===== src/rtl/event_ctr_pkg.sv =====
// rtl/event_ctr_pkg.sv - shared types and sizing helpers for the event counter scheduler
package event_ctr_pkg;
   localparam int NUM_CTRS_DEF = 4;
   localparam int WIDTH_DEF    = 32;
   localparam int PEND_W_DEF   = 3;
   localparam int PEND_MAX     = (1 << PEND_W_DEF) - 1;
   localparam int GNT_IDX_W    = 8;

   typedef struct packed {
      logic                 valid;
      logic [GNT_IDX_W-1:0] idx;
   } grant_t;

   function automatic int idx_w(input int n);
      return (n > 1) ? $clog2(n) : 1;
   endfunction
endpackage


===== src/rtl/adder.sv =====
// rtl/adder.sv - plain W-bit adder with carry out
module adder #(
   parameter int W = 32
) (
   input  logic [W-1:0] a,
   input  logic [W-1:0] b,
   output logic [W-1:0] sum,
   output logic         cout
);
   assign {cout, sum} = {1'b0, a} + {1'b0, b};
endmodule


===== src/rtl/register.sv =====
// rtl/register.sv - enabled register with synchronous active-high reset
module register #(
   parameter int           W       = 1,
   parameter logic [W-1:0] RST_VAL = '0
) (
   input  logic         clk,
   input  logic         rst,
   input  logic         en,
   input  logic [W-1:0] d,
   output logic [W-1:0] q
);
   always_ff @(posedge clk) begin
      if (rst)
         q <= RST_VAL;
      else if (en)
         q <= d;
   end
endmodule


===== src/rtl/rr_arbiter.sv =====
// rtl/rr_arbiter.sv - combinational round-robin pick starting at ptr (N power of two)
module rr_arbiter
   import event_ctr_pkg::*;
#(
   parameter int N = 4
) (
   input  logic [N-1:0]            req,
   input  logic [$clog2(N)-1:0]    ptr,
   output logic                    gnt_valid,
   output logic [$clog2(N)-1:0]    gnt_idx
);
   localparam int IW = idx_w(N);

   logic [IW-1:0] cand;

   // Scan from the farthest offset down so the nearest requester after ptr wins.
   always_comb begin
      gnt_valid = 1'b0;
      gnt_idx   = '0;
      cand      = '0;
      for (int k = N - 1; k >= 0; k--) begin
         cand = ptr + IW'(k);
         if (req[cand]) begin
            gnt_valid = 1'b1;
            gnt_idx   = cand;
         end
      end
   end
endmodule


===== src/rtl/event_ctr_sched.sv =====
// rtl/event_ctr_sched.sv - event counter bank sharing one adder via round-robin commit
// Optional sticky wrap flags: EVENT_CTR_SCHED_OVF_EN
module event_ctr_sched
   import event_ctr_pkg::*;
#(
   parameter int NUM_CTRS        = NUM_CTRS_DEF,
   parameter int WIDTH           = WIDTH_DEF,
   parameter int PEND_W          = PEND_W_DEF,
   parameter bit ALLOW_PEND_DROP = 1'b0
) (
   input  logic                        clk,
   input  logic                        rst,
   input  logic [NUM_CTRS-1:0]         event_in,
   input  logic [$clog2(NUM_CTRS)-1:0] rd_idx,
   output logic [WIDTH-1:0]            rd_data,
   input  logic                        clr_valid,
   input  logic [$clog2(NUM_CTRS)-1:0] clr_idx,
   output logic [NUM_CTRS-1:0]         pend_sat,
   output logic                        busy
`ifdef EVENT_CTR_SCHED_OVF_EN
   ,
   output logic [NUM_CTRS-1:0]         ovf
`endif
);
   localparam int IW = idx_w(NUM_CTRS);
   localparam logic [PEND_W-1:0] PEND_FULL = '1;

   if (NUM_CTRS < 2 || (1 << $clog2(NUM_CTRS)) != NUM_CTRS) begin : g_bad_num
      $error("event_ctr_sched: NUM_CTRS must be a power of two >= 2");
   end
   // A source eventing every cycle gathers up to NUM_CTRS per round.
   if (!ALLOW_PEND_DROP && PEND_W < $clog2(NUM_CTRS) + 1) begin : g_bad_pend
      $error("event_ctr_sched: PEND_W too small, events would be dropped");
   end

   logic [WIDTH-1:0]  ctr_q  [NUM_CTRS];
   logic [PEND_W-1:0] pend_q [NUM_CTRS];
   logic [IW-1:0]     rr_ptr_q;
   logic [NUM_CTRS-1:0] req;
   logic              gnt_valid;
   logic [IW-1:0]     gnt_idx;
   grant_t            gnt;
   logic [WIDTH-1:0]  sum;
   logic              carry;

   rr_arbiter #(.N(NUM_CTRS)) u_arb (
      .req       (req),
      .ptr       (rr_ptr_q),
      .gnt_valid (gnt_valid),
      .gnt_idx   (gnt_idx)
   );

   assign gnt = '{valid: gnt_valid, idx: GNT_IDX_W'(gnt_idx)};

   adder #(.W(WIDTH)) u_add (
      .a    (ctr_q[gnt_idx]),
      .b    (WIDTH'(pend_q[gnt_idx])),
      .sum  (sum),
      .cout (carry)
   );

`ifndef EVENT_CTR_SCHED_OVF_EN
   logic carry_unused;
   assign carry_unused = carry;
`endif

   register #(.W(IW)) u_rr_ptr (
      .clk (clk),
      .rst (rst),
      .en  (gnt.valid),
      .d   (gnt_idx + IW'(1)),
      .q   (rr_ptr_q)
   );

   for (genvar i = 0; i < NUM_CTRS; i++) begin : g_ctr
      logic              granted;
      logic              cleared;
      logic [WIDTH-1:0]  ctr_d;
      logic [PEND_W-1:0] pend_d;

      assign granted = gnt.valid && (gnt.idx == GNT_IDX_W'(i));
      assign cleared = clr_valid && (clr_idx == IW'(i));
      // Clear overrides the commit; the adder result for this slot is dropped.
      assign ctr_d   = cleared ? '0 : sum;

      always_comb begin
         pend_d = pend_q[i];
         if (cleared || granted)
            pend_d = PEND_W'(event_in[i]);
         else if (pend_q[i] != PEND_FULL)
            pend_d = pend_q[i] + PEND_W'(event_in[i]);
      end

      register #(.W(WIDTH)) u_ctr (
         .clk (clk),
         .rst (rst),
         .en  (cleared || granted),
         .d   (ctr_d),
         .q   (ctr_q[i])
      );

      register #(.W(PEND_W)) u_pend (
         .clk (clk),
         .rst (rst),
         .en  (1'b1),
         .d   (pend_d),
         .q   (pend_q[i])
      );

`ifdef EVENT_CTR_SCHED_OVF_EN
      register #(.W(1)) u_ovf (
         .clk (clk),
         .rst (rst),
         .en  (cleared || (granted && carry)),
         .d   (!cleared),
         .q   (ovf[i])
      );
`endif

      assign req[i]      = (pend_q[i] != '0);
      assign pend_sat[i] = (pend_q[i] == PEND_FULL);
   end

   assign busy    = |req;
   assign rd_data = ctr_q[rd_idx];
endmodule


===== config.mk =====
export PLATFORM = sky130hd
export DESIGN_NAME = event_ctr_sched
export DESIGN_NICKNAME = d
export VERILOG_FILES = /design/src/rtl/event_ctr_pkg.sv /design/src/rtl/adder.sv /design/src/rtl/register.sv /design/src/rtl/rr_arbiter.sv /design/src/rtl/event_ctr_sched.sv
export SDC_FILE = /design/constraint.sdc
export NUM_CORES = 1
export LEC_CHECK = 0
export ABC_CLOCK_PERIOD_IN_PS = 7000
export BUFFER_PORTS_ARGS = -buffer_cell sky130_fd_sc_hd__buf_2
export CORE_AREA = 3 3 163 165
export CTS_BUF_LIST = sky130_fd_sc_hd__clkbuf_4 sky130_fd_sc_hd__clkbuf_8
export CTS_CLUSTER_DIAMETER = 50
export DETAILED_ROUTE_END_ITERATION = 8
export DIE_AREA = 0 0 166 168
export PLACE_DENSITY = 0.45
export SETUP_SLACK_MARGIN = 0.3
export SLEW_MARGIN = 5
export SYNTH_ARGS = -nofsm -noshare
export SYNTH_HDL_FRONTEND = slang
export SYNTH_SLANG_ARGS = --single-unit

===== constraint.sdc =====
create_clock -name clk -period 7 [get_ports clk]
set_input_delay 0.35 -clock clk [delete_from_list [all_inputs] [get_ports clk]]
set_output_delay 0.35 -clock clk [all_outputs]
set_load 0.1 [all_outputs]

**After elaboration in Yosys (flattened, before gate mapping)**

Index checks and enable logic that the tools add are counted.

- Output and inout port bits: 37
- Input port bits: 11
- Register bits: 142

- Bitwise gates (word level): 2
- Magnitude comparators: 6
- Reduce and logical (&&, ||, !) cells: 27
- Multiplexer cells: 37
- Equal/unequal tests: 14
- Add/sub/neg operators: 9

Operator list:

| operator | number |
|---|---|
| 32-bit 2-to-1 mux | 8 |
| 32-bit binary-select mux with 2-bit select | 2 |
| 32-bit by 3-bit adder with 32-bit output | 1 |
| 1-bit 2-to-1 mux | 16 |
| 3-bit by 1-bit adder with 3-bit output | 4 |
| 3-bit equality test (second input constant) | 4 |
| 2-bit by 3-bit < comparator with 1-bit output (second input constant) | 4 |
| 3-bit inequality test (second input constant) | 4 |
| 3-bit nonzero test | 4 |
| 1-bit binary-select mux with 2-bit select | 4 |
| 2-bit equality test (second input constant) | 4 |
| 1-bit logical AND | 8 |
| 8-bit zero test | 1 |
| 2-bit 2-to-1 mux | 4 |
| 2-bit nonzero test | 4 |
| 2-bit OR reduction | 4 |
| 3-bit binary-select mux with 2-bit select | 1 |
| 3-bit greater-or-equal comparator (second input constant) | 2 |
| 3-bit 2-to-1 mux | 2 |
| 2-bit NOT with 3-bit output | 2 |
| 2-bit by 1-bit adder with 2-bit output (second input constant) | 2 |
| 2-bit adder (second input constant) | 2 |
| 2-bit by 1-bit equality test with 1-bit output (second input constant) | 2 |
| 1-bit logical OR | 4 |
| other kinds (2) | 2 |

**Logic depth before layout (Yosys ltp)**

Gate-level depths: netlist of the first run.

- Depth in word-level cells: 13
- Mapped depth: 22
- Depth with buffers taken out: 16

**By module**

Synthesis of the first run repeated with hierarchy kept, for this count alone.

- Cells, all modules: 1,019
- Area total of the unflattened synthesis: 9,988.3 um2

By module, submodules not included:

| module | area an instance (um2) | cells each | instances |
|---|---|---|---|
| register (g_ctr[0].u_ctr ...) | 1,163.6 | 103 | 4 |
| event_ctr_sched | 2,892.8 | 288 | 1 |
| adder | 1,890.6 | 264 | 1 |
| register (g_ctr[0].u_pend ...) | 101.3 | 9 | 4 |
| rr_arbiter | 77.6 | 13 | 1 |
| register (u_rr_ptr) | 67.6 | 6 | 1 |

**Least setup slack after synthesis of the first run**

OpenSTA, ideal clock, no wires.

- Kind: register -> register
- Start point: register u_rr_ptr.q[1]
- End point: register g_ctr[1].u_ctr.q[9]
- Data required time: 6.865 ns
- Setup slack: 2.989 ns
- Data arrival time: 3.876 ns
- Buffers on the path: 6
- Cell stages (with the launch flop): 23
- Path through: dfxtp_1 or2_1 o22a_1 o21a_1 buf_6 clkinv_4 buf_8 buf_6 buf_6 buf_4 clkbuf_1 nand2_1 and3_1 a31oi_1 ha_1 a21o_1 a21o_1 and2_1 nand3_1 nor2_2 and3_1 xnor2_1 a211oi_1

- Longest elaborated chain between the ends: 13

RTL lines:

| item | line | source |
|---|---|---|
| from (decl) | register.sv:10 | `output logic [W-1:0] q` |
| from (signal assigned) | register.sv:14 | `q <= RST_VAL;` |
| from (signal assigned) | register.sv:16 | `q <= d;` |
| 2-bit adder | rr_arbiter.sv:22 | `cand = ptr + IW'(k);` |
| 1-bit binary-select mux with 2-bit select | rr_arbiter.sv:23 | `if (req[cand]) begin` |
| 1-bit 2-to-1 mux (not written as such) | rr_arbiter.sv:23 |  |
| 2-bit 2-to-1 mux (4 in a row) | rr_arbiter.sv:23 |  |
| 2-bit NOT with 3-bit output (not written as such) | event_ctr_sched.sv:56, event_ctr_sched.sv:57 |  |
| 32-bit binary-select mux with 2-bit select or 3-bit binary-select mux with 2-bit select (tied branches) | event_ctr_sched.sv:56, event_ctr_sched.sv:57 |  |
| 32-bit 2-to-1 mux (not written as such) or 3-bit 2-to-1 mux (tied branches) (2 in a row) | event_ctr_sched.sv:56, event_ctr_sched.sv:57 |  |
| 32-bit by 3-bit adder with 32-bit output | adder.sv:10 | `assign {cout, sum} = {1'b0, a} + {1'b0, b};` |
| 32-bit 2-to-1 mux | event_ctr_sched.sv:84 | `assign ctr_d = cleared ? '0 : sum;` |
| to (signal assigned) | register.sv:14 |  |
| to (signal assigned) | register.sv:16 |  |
| to (decl) | register.sv:10 |  |

Several ways; a longest one is shown, not always the timed one. The select of a mux whose other input is x is not followed.
A chain may end at the register's enable or synchronous reset.

**Worst setup path in the final report of the first run**

- Start point: register g_ctr[1].u_pend.q[0]
- End point: register g_ctr[2].u_ctr.q[29]

- Longest elaborated chain between the ends: 13

RTL lines:

| item | line | source |
|---|---|---|
| from (decl) | register.sv:10 |  |
| from (signal assigned) | register.sv:14 |  |
| from (signal assigned) | register.sv:16 |  |
| 3-bit nonzero test | event_ctr_sched.sv:120 | `assign req[i] = (pend_q[i] != '0);` |
| 1-bit binary-select mux with 2-bit select | rr_arbiter.sv:23 |  |
| 1-bit 2-to-1 mux (not written as such) | rr_arbiter.sv:23 |  |
| 2-bit 2-to-1 mux (4 in a row) | rr_arbiter.sv:23 |  |
| 2-bit NOT with 3-bit output (not written as such) | event_ctr_sched.sv:56, event_ctr_sched.sv:57 |  |
| 32-bit binary-select mux with 2-bit select or 3-bit binary-select mux with 2-bit select (tied branches) | event_ctr_sched.sv:56, event_ctr_sched.sv:57 |  |
| 32-bit 2-to-1 mux (not written as such) or 3-bit 2-to-1 mux (tied branches) (2 in a row) | event_ctr_sched.sv:56, event_ctr_sched.sv:57 |  |
| 32-bit by 3-bit adder with 32-bit output | adder.sv:10 |  |
| 32-bit 2-to-1 mux | event_ctr_sched.sv:84 |  |
| to (signal assigned) | register.sv:14 |  |
| to (signal assigned) | register.sv:16 |  |
| to (decl) | register.sv:10 |  |

Several ways; a longest one is shown, not always the timed one. The select of a mux whose other input is x is not followed.

==> results of run 1 <==
-- final timing paths --
kind,end,startpoint,cells after the start,slack [ns]
worst max register to register,g_ctr[2].u_ctr.q[29],g_ctr[1].u_pend.q[0],16,2.64
worst max-delay path,g_ctr[2].u_ctr.q[29],g_ctr[1].u_pend.q[0],16,2.64
worst min register to register,g_ctr[3].u_ctr.q[0],g_ctr[3].u_ctr.q[0],2,0.47
worst min-delay path,g_ctr[2].u_pend.q[0],event_in[2],3,0.18
-- area by class of cell --
cell class                 count  area [um^2]  area share (%)
timing repair buffer          56        302.8           3.599
clock buffer                  19        261.5           3.108
clock inverter                12        191.4           2.275
inverter                       2        12.51          0.1487
sequential                   142         2843           33.78
tap                          330        412.9           4.907
multi-input combinational    651         4390           52.18
-- synth_stat cells, drive strengths merged (16+ instances only) --
library cell and number:
a32oi 20, nand2 136, nor2 96, dfxtp 142
xor2 25, a21oi 84, buf 26, clkbuf 44
a211oi 72, nor3 16, o21ai 54, mux4 34
-- through the flow --
step	setup slack, ns	instance area [um^2]	hold slack [ns]
after floorplan	2.989	7575	0.4430
after global placement	2.703	7961	0.4598
after detailed placement	2.688	7961	0.4644
after CTS	2.656	8414	0.1520
after global routing	2.253	8414	0.1517
final	2.642	8414	0.1814
-- metal layers --
metal  wire length, um  global-route usage (%)  part of all wire [%]
met4               213                   3.472                  0.94
met2             10480                   27.03                    46
met3               778                   3.099                   3.4
met5                 0                       0                     0
met1             11250                   22.84                    50
-- registers in the layout (all words and copies together) (netlist names) --
register / count
g_ctr.u_ctr.q: 128
g_ctr.u_pend.q: 12
u_rr_ptr.q: 2
-- worst max-delay path: stages, from the launching register on --
cell	delay, ns
dfxtp_1	0.35
nor3_1	0.42
o22a_1	0.26
o21a_2	0.18
buf_4	0.55
nand2_1	0.11
and3_1	0.18
a31oi_1	0.24
ha_1	0.21
a21o_1	0.09
a21o_1	0.12
and2_1	0.17
nand3_1	0.17
nor2_1	0.40
nand4_1	0.19
xor2_1	0.40
a211oi_2	0.12
-- cell usage in the layout, fill, tap and decap left out, drive strengths merged --
master    count
dfxtp       142
nand2       136
nor2         96
a21oi        84
a211oi       72
buf          56
o21ai        54
mux4         34
xor2         25
a32oi        20
clkbuf       19
nor3         16
ha           15
mux2i        14
nand4        13
nand3        12
and3         12
xnor2         7
a31oi         7
clkinv        7
and2          6
bufinv        5
or2           5
a21o          3
nand4b        2
nand2b        2
or3           2
mux2          2
nand3b        2
nor4          2
o21a          2
a311oi        1
o31a          1
inv           1
o22a          1
nor3b         1
o211a         1
fa            1
clkinvlp      1
-- kinds of logic after synthesis --
logic type | after synthesis | synth area share, %
buf+inv | 72 | 4.674
fa+ha+maj | 16 | 2.742
mux | 50 | 12.26
compound gates | 246 | 21.01
flops | 142 | 37.53
xor+xnor | 32 | 3.700
simple gates | 307 | 18.09
==> summary.md, run 1 <==
| Metric | Value |
|---|---|
| Cells after DPL | 1181 |
| Top Ports | 48 |
| FMAX | around 230 MHz |
| RSZ-0062 raised after global routing | no |
| Largest fanout on the critical path | 55 |
| Syn-to-layout area delta | 11.08% |
| Global-route wire length before repair | about 37000 um |
| # setup viols final | 0 |
| Ranking of synthesized cells by area | dfxtp_1 (38%), mux4_2 (10%), nand2_1 (6.7%) |
| Synth warnings | 0 |
| Crit path time final | 4.358 ns |
| Routed wire length | about 23000 um |
| DR WL/cell | roughly 19 um |
| Max-capacitance violation count | 0 |
| Final hold viol count | 0 |
| GRT Util Overall | ~16% |
| Initial DRT Pass Iterations | 5 |
| Max clock buf depth | 2 |
| TritonCTS clock tree | yes |
| Register area share after synthesis | 37.53% |
| Unique masters post-synth | 49 |
| Routability cong. | 0.7660 |
| Root buffer selected by CTS | clkbuf_8 |
| Number of synthesized register bits | 142 |
| Worst Max-Slew Pin Slew | between 1 and 1.5 ns |
| Max_slew headroom | between 20 and 30% |
| Critical Path RT | 7.30 ns |
| Starting Density | 30.08% |
| Post-DP HPWL | 13610 um |
| Avg Inst Size Synth | 8.757 um^2 |
| Vias | around 6400 |
| Nature of the critical path endpoint | register |
| Worst Skew | 0.01284 ns |
| Post-synth EDFFs | 0 |
| Initial detailed-routing violation count | 381 |
| Post-layout nets | 897 |
| Post-CTS setup buffers | 0 |
| GR Overflow Total | 0 |
| Clock Latency Late Sink | 0.45 ns |
| Syn nets | between 800 and 900 |
| Post-route insts no fill | roughly 1200 |
| Synth area leader | dfxtp_1 |
| Fin. max-slew vios | 0 |
| PortBufs | 47 |
| Mapped Area | 0.007575 mm^2 |
| Final period util | ~62% |
| Num rows | a little under 60 |
| Diode count | 0 |
| DRC viols | 0 |
| CTS Sinks | 142 |
| Die Y | 168 um |
| H-tree levels | 4 |
| Main synth FF type | dfxtp_1 |
| Min-delay worst type | primary input to register |
| Filler instances | 2617 |
| Chip Width | 166 um |
| Async set-or-reset flop fraction in the synthesized netlist | 0% |
| Clock-pin slew on the worst setup and hold paths | ~0.08 ns |
| Largest net degree at the start of global routing | 71 |
| Initial antenna violation count | 0 |
| Vias/cell | about 5.3 |
| Antenna-violating nets left | 0 |
| Status | complete, no violations |
| CP startpoint kind | register |
| Core ar. | 0.02518 mm^2 |
| CTS-repair resized insts | 0 |
| Arrival time at the worst endpoint | approximately 4.7 ns |
| Cts bufs inserted | 17 |
| Setup Crit Path Kind | register to register |
| Final design utilization | between 30 and 40% |
| Cell count after synthesis | 865 |
| Vias in the first global route | 6220 |
| Post-Route Setup TNS | 0 ns |
| Share of cells above drive strength 1 | 17.23% |
| Share of the synthesized area in the top cell type | 37.53% |
| Hold-fix buffers, CTS | 0 |
| Die footprint | 0.02789 mm^2 |
Power of run 1 is not shown: default switching activity piles up to over one toggle a cycle in this logic, so the estimate is an artifact.
==> run 2: changes to the inputs <==
- ABC_AREA: not set -> 1
- ABC_CLOCK_PERIOD_IN_PS: 7000 -> 4059
- CORE_AREA: 3 3 163 165 -> 3 3 176 178
- DIE_AREA: 0 0 166 168 -> 0 0 179 181
- clock period: 7 -> 4.06 ns (I/O delays scaled with it)
==> summary.md, run 2 <==
| Metric | Value |
|---|---|
| Status | complete, no violations |
| Max-capacitance violation count | 0 |
| Core ar. | 0.02956 mm^2 |
| Mapped Area | 0.008875 mm^2 |
| Final hold viol count | 0 |
| Number of synthesized register bits | 142 |
| CP startpoint kind | register |
| Max clock buf depth | 2 |
| CP Cell Sequence | inv_4 > nand3_1 > nand2_2 > o21ai_0 > inv_1 > nand2_1 > nand2_2 > nand2_2 > buf_12 > a21oi_1 > o21ai_0 > o21ai_0 > ha_1 > nand3_1 > and2_1 > inv_1 > nand3_4 > nor2_4 > buf_4 > xor2_2 > o22ai_1 |
| Initial antenna violation count | 0 |
| Filler instances | 3326 |
| Largest fanout on the critical path | 22 |
| Main synth FF type | dfxtp_1 |
| Commonest non-fill, non-tap cell in the layout | nand2_1 |
| DR WL/cell | between 15 and 20 um |
| Synth warnings | 0 |
| Reg-to-reg slack, setup | 0.63 ns |
| Post-synth EDFFs | 0 |
| GRT Util Overall | 20.00% |
| Avg Inst Size Synth | around 6 um^2 |
| R2r endpoint | g_ctr[1].u_ctr.q[9] |
| DRC viols | 0 |
| Final period util | 84.54% |
| Largest stage delay, worst path | 0.43 ns |
| Antenna-violating nets left | 0 |
| Starting Density | 30.02% |
| Arrival time at the worst endpoint | 3.75 ns |
| Largest net degree at the start of global routing | 66 |
| Register area share after synthesis | between 30% and 40% |
| CTS Sinks | approximately 140 |
| Share of the synthesized area in the top cell type | 32.03% |
| Hold Crit Start | event_in[2] |
| Die footprint | 0.03240 mm^2 |
| Num rows | 63 |
| Global-route wire length before repair | 50240 um |
| Syn nets | 1468 |
| RSZ-0062 raised after global routing | no |
| Initial DRT Pass Iterations | 5 |
| Cts bufs inserted | 17 |
| Critical R2R Launch | u_rr_ptr.q[0] |
| Clock-pin slew on the worst setup and hold paths | 0.10 ns |
| Most frequent cells in the layout | nand2_1 (510), nand3_1 (147), inv_1 (138), dfxtp_1 (134), a21oi_1 (110) |
| Setup Crit Path Kind | register to register |
| Die Y | 181 um |
| TritonCTS clock tree | yes |
| Async set-or-reset flop fraction in the synthesized netlist | 0% |
| Root buffer selected by CTS | clkbuf_8 |
| Syn-to-layout area delta | 13.32% |
| Vias | 9193 |
| Routed wire length | 32370 um |
| Post-layout nets | 1492 |
| Largest register FFs | 128 |
| Reg2reg path depth | 21 |
| FMAX | about 300 MHz |
| # setup viols final | 0 |
| Final design utilization | 34.02% |
| Synth area leader | dfxtp_1 |
| Critical Path RT | 4.38 ns |
| GR Overflow Total | 0 |
| Nature of the critical path endpoint | register |
| Top Ports | 48 |
| Initial detailed-routing violation count | 811 |
| WHS | 0.03934 ns |
| Hold Path Cell Cnt | 3 |
| Vias/cell | about 4.9 |
| Biggest register | g_ctr.u_ctr.q |
| PortBufs | 47 |
| Diode count | 0 |
| Crit path time final | 3.432 ns |
| Worst Skew | 0.01918 ns |
| Fin. max-slew vios | 0 |
| Clock Latency Late Sink | ~0.46 ns |
| Worst Max-Slew Pin Slew | 1.102 ns |
| Cell with the most instances after synthesis | nand2_1 |
| Cells after DPL | 1826 |
| Min-delay worst type | primary input to register |
| Vias in the first global route | roughly 8600 |
| Biggest regs | g_ctr.u_ctr.q: 128 flops, g_ctr.u_pend.q: 12 flops, u_rr_ptr.q: 2 flops |
| Ranking of synthesized cells by area | dfxtp_1 (32%), nand2_1 (22%), nand3_1 (8.4%) |
| Cell count after synthesis | 1441 |
| Unique masters post-synth | 37 |
| Post-Route Setup TNS | 0 ns |
| Max_slew headroom | 26.45% |
| Share of cells above drive strength 1 | roughly 12% |
| Slowest cell on the critical path | dfxtp_4 |
| Routability cong. | 0.8181 |
| Post-route insts no fill | 1868 |
| Synth top cells by count | nand2_1 (513), nand3_1 (149), dfxtp_1 (142) |
| Chip Width | 179 um |
| Hold endpoint | g_ctr[2].u_pend.q[0] |
| Post-DP HPWL | 21110 um |
| H-tree levels | 4 |
==> run 2: changes by cell type after synthesis, sizes merged, moves of 9 or more <==
cell    change
nand4       -9
nand3b     +27
nand3     +139
nand2     +386
xor2       -14
mux4       -34
inv       +145
mux2i      -14
and3       -12
a211oi     -72
a32oi      -19
a21oi      +26
o21ai      +17
o22ai      +42
==> run 2: worst max-delay path by stage <==
stage	from	to	slack [ns]	depth (start not counted)
floorplan	u_rr_ptr.q[0]	g_ctr[1].u_ctr.q[16]	0.49	29
detailed placement	u_rr_ptr.q[0]	g_ctr[3].u_ctr.q[10]	0.29	23
CTS	g_ctr[3].u_pend.q[1]	g_ctr[3].u_ctr.q[10]	0.39	22
finish	u_rr_ptr.q[0]	g_ctr[1].u_ctr.q[9]	0.63	21
global placement	u_rr_ptr.q[0]	g_ctr[2].u_ctr.q[10]	0.35	23
global route	u_rr_ptr.q[1]	g_ctr[2].u_ctr.q[28]	0.30	27
==> run 2: cell type report <==
cell class | count | area, um^2 | area share, %
repair buffers | 81 | 518.0 | 5.151
inverters | 150 | 569.3 | 5.661
well taps | 390 | 488.0 | 4.852
clock buffers | 17 | 234.0 | 2.326
multi-input cells | 1072 | 5177 | 51.48
clock inverters | 15 | 207.7 | 2.065
flip-flops and latches | 142 | 2855 | 28.39
repair inverters | 1 | 7.507 | 0.07465
==> run 2: stage by stage <==
| step | cell area, um^2 | setup slack, ns |
|---|---|---|
| final | 10060 | 0.6275 |
| after floorplan | 8875 | 0.4918 |
| after global placement | 9420 | 0.3518 |
| after CTS | 9873 | 0.3914 |
| after global routing | 10060 | 0.2963 |
| after detailed placement | 9420 | 0.2938 |
==> run 2: metal layers <==
| layer | share of wire (%) | up-vias | routed length (um) | track usage, % |
|---|---|---|---|---|
| met5 | 0 | - | 0 | 0 |
| met4 | 0.94 | 0 | 303 | 4.738 |
| met3 | 4.9 | 23 | 1570 | 2.669 |
| met2 | 46 | 237 | 14940 | 32.05 |
| met1 | 48 | 4262 | 15560 | 28.40 |
| li1 | - | 4671 | - | - |
==> run 2: critical path, delay by kind of cell (launching register included) <==
kind	cells	cell delay, ns
adder cells (fa/ha/maj)	1	0.32
flip-flops	1	0.43
buffers and inverters	5	0.61
AND/OR/NAND/NOR	9	1.07
XOR/XNOR	1	0.26
AO/OA/AOI/OAI	5	0.59
==> run 2: cells by family (layout without fill, tap and decap cells) <==
group | after synthesis | after routing | synth area share, %
AND/OR/NAND/NOR | 811 | 811 | 39.14
AO/OA/AOI/OAI | 229 | 229 | 13.86
buffers and inverters | 227 | 264 | 10.80
flip-flops | 142 | 142 | 32.03
adder cells (fa/ha/maj) | 16 | 16 | 2.340
XOR/XNOR | 16 | 16 | 1.833
==> run 2: what timing repair did <==
item | CTS | global route
pin swaps | 0 | 7
gates cloned | 0 | 1
buffers inserted | 0 | 8
endpoints found under the setup margin | 8 | 90
hold buffers | 1 | 0
endpoints found under the hold margin | 1 | 0
gates resized for setup | 1 | 35
Power of run 2 is left out for the same reason.
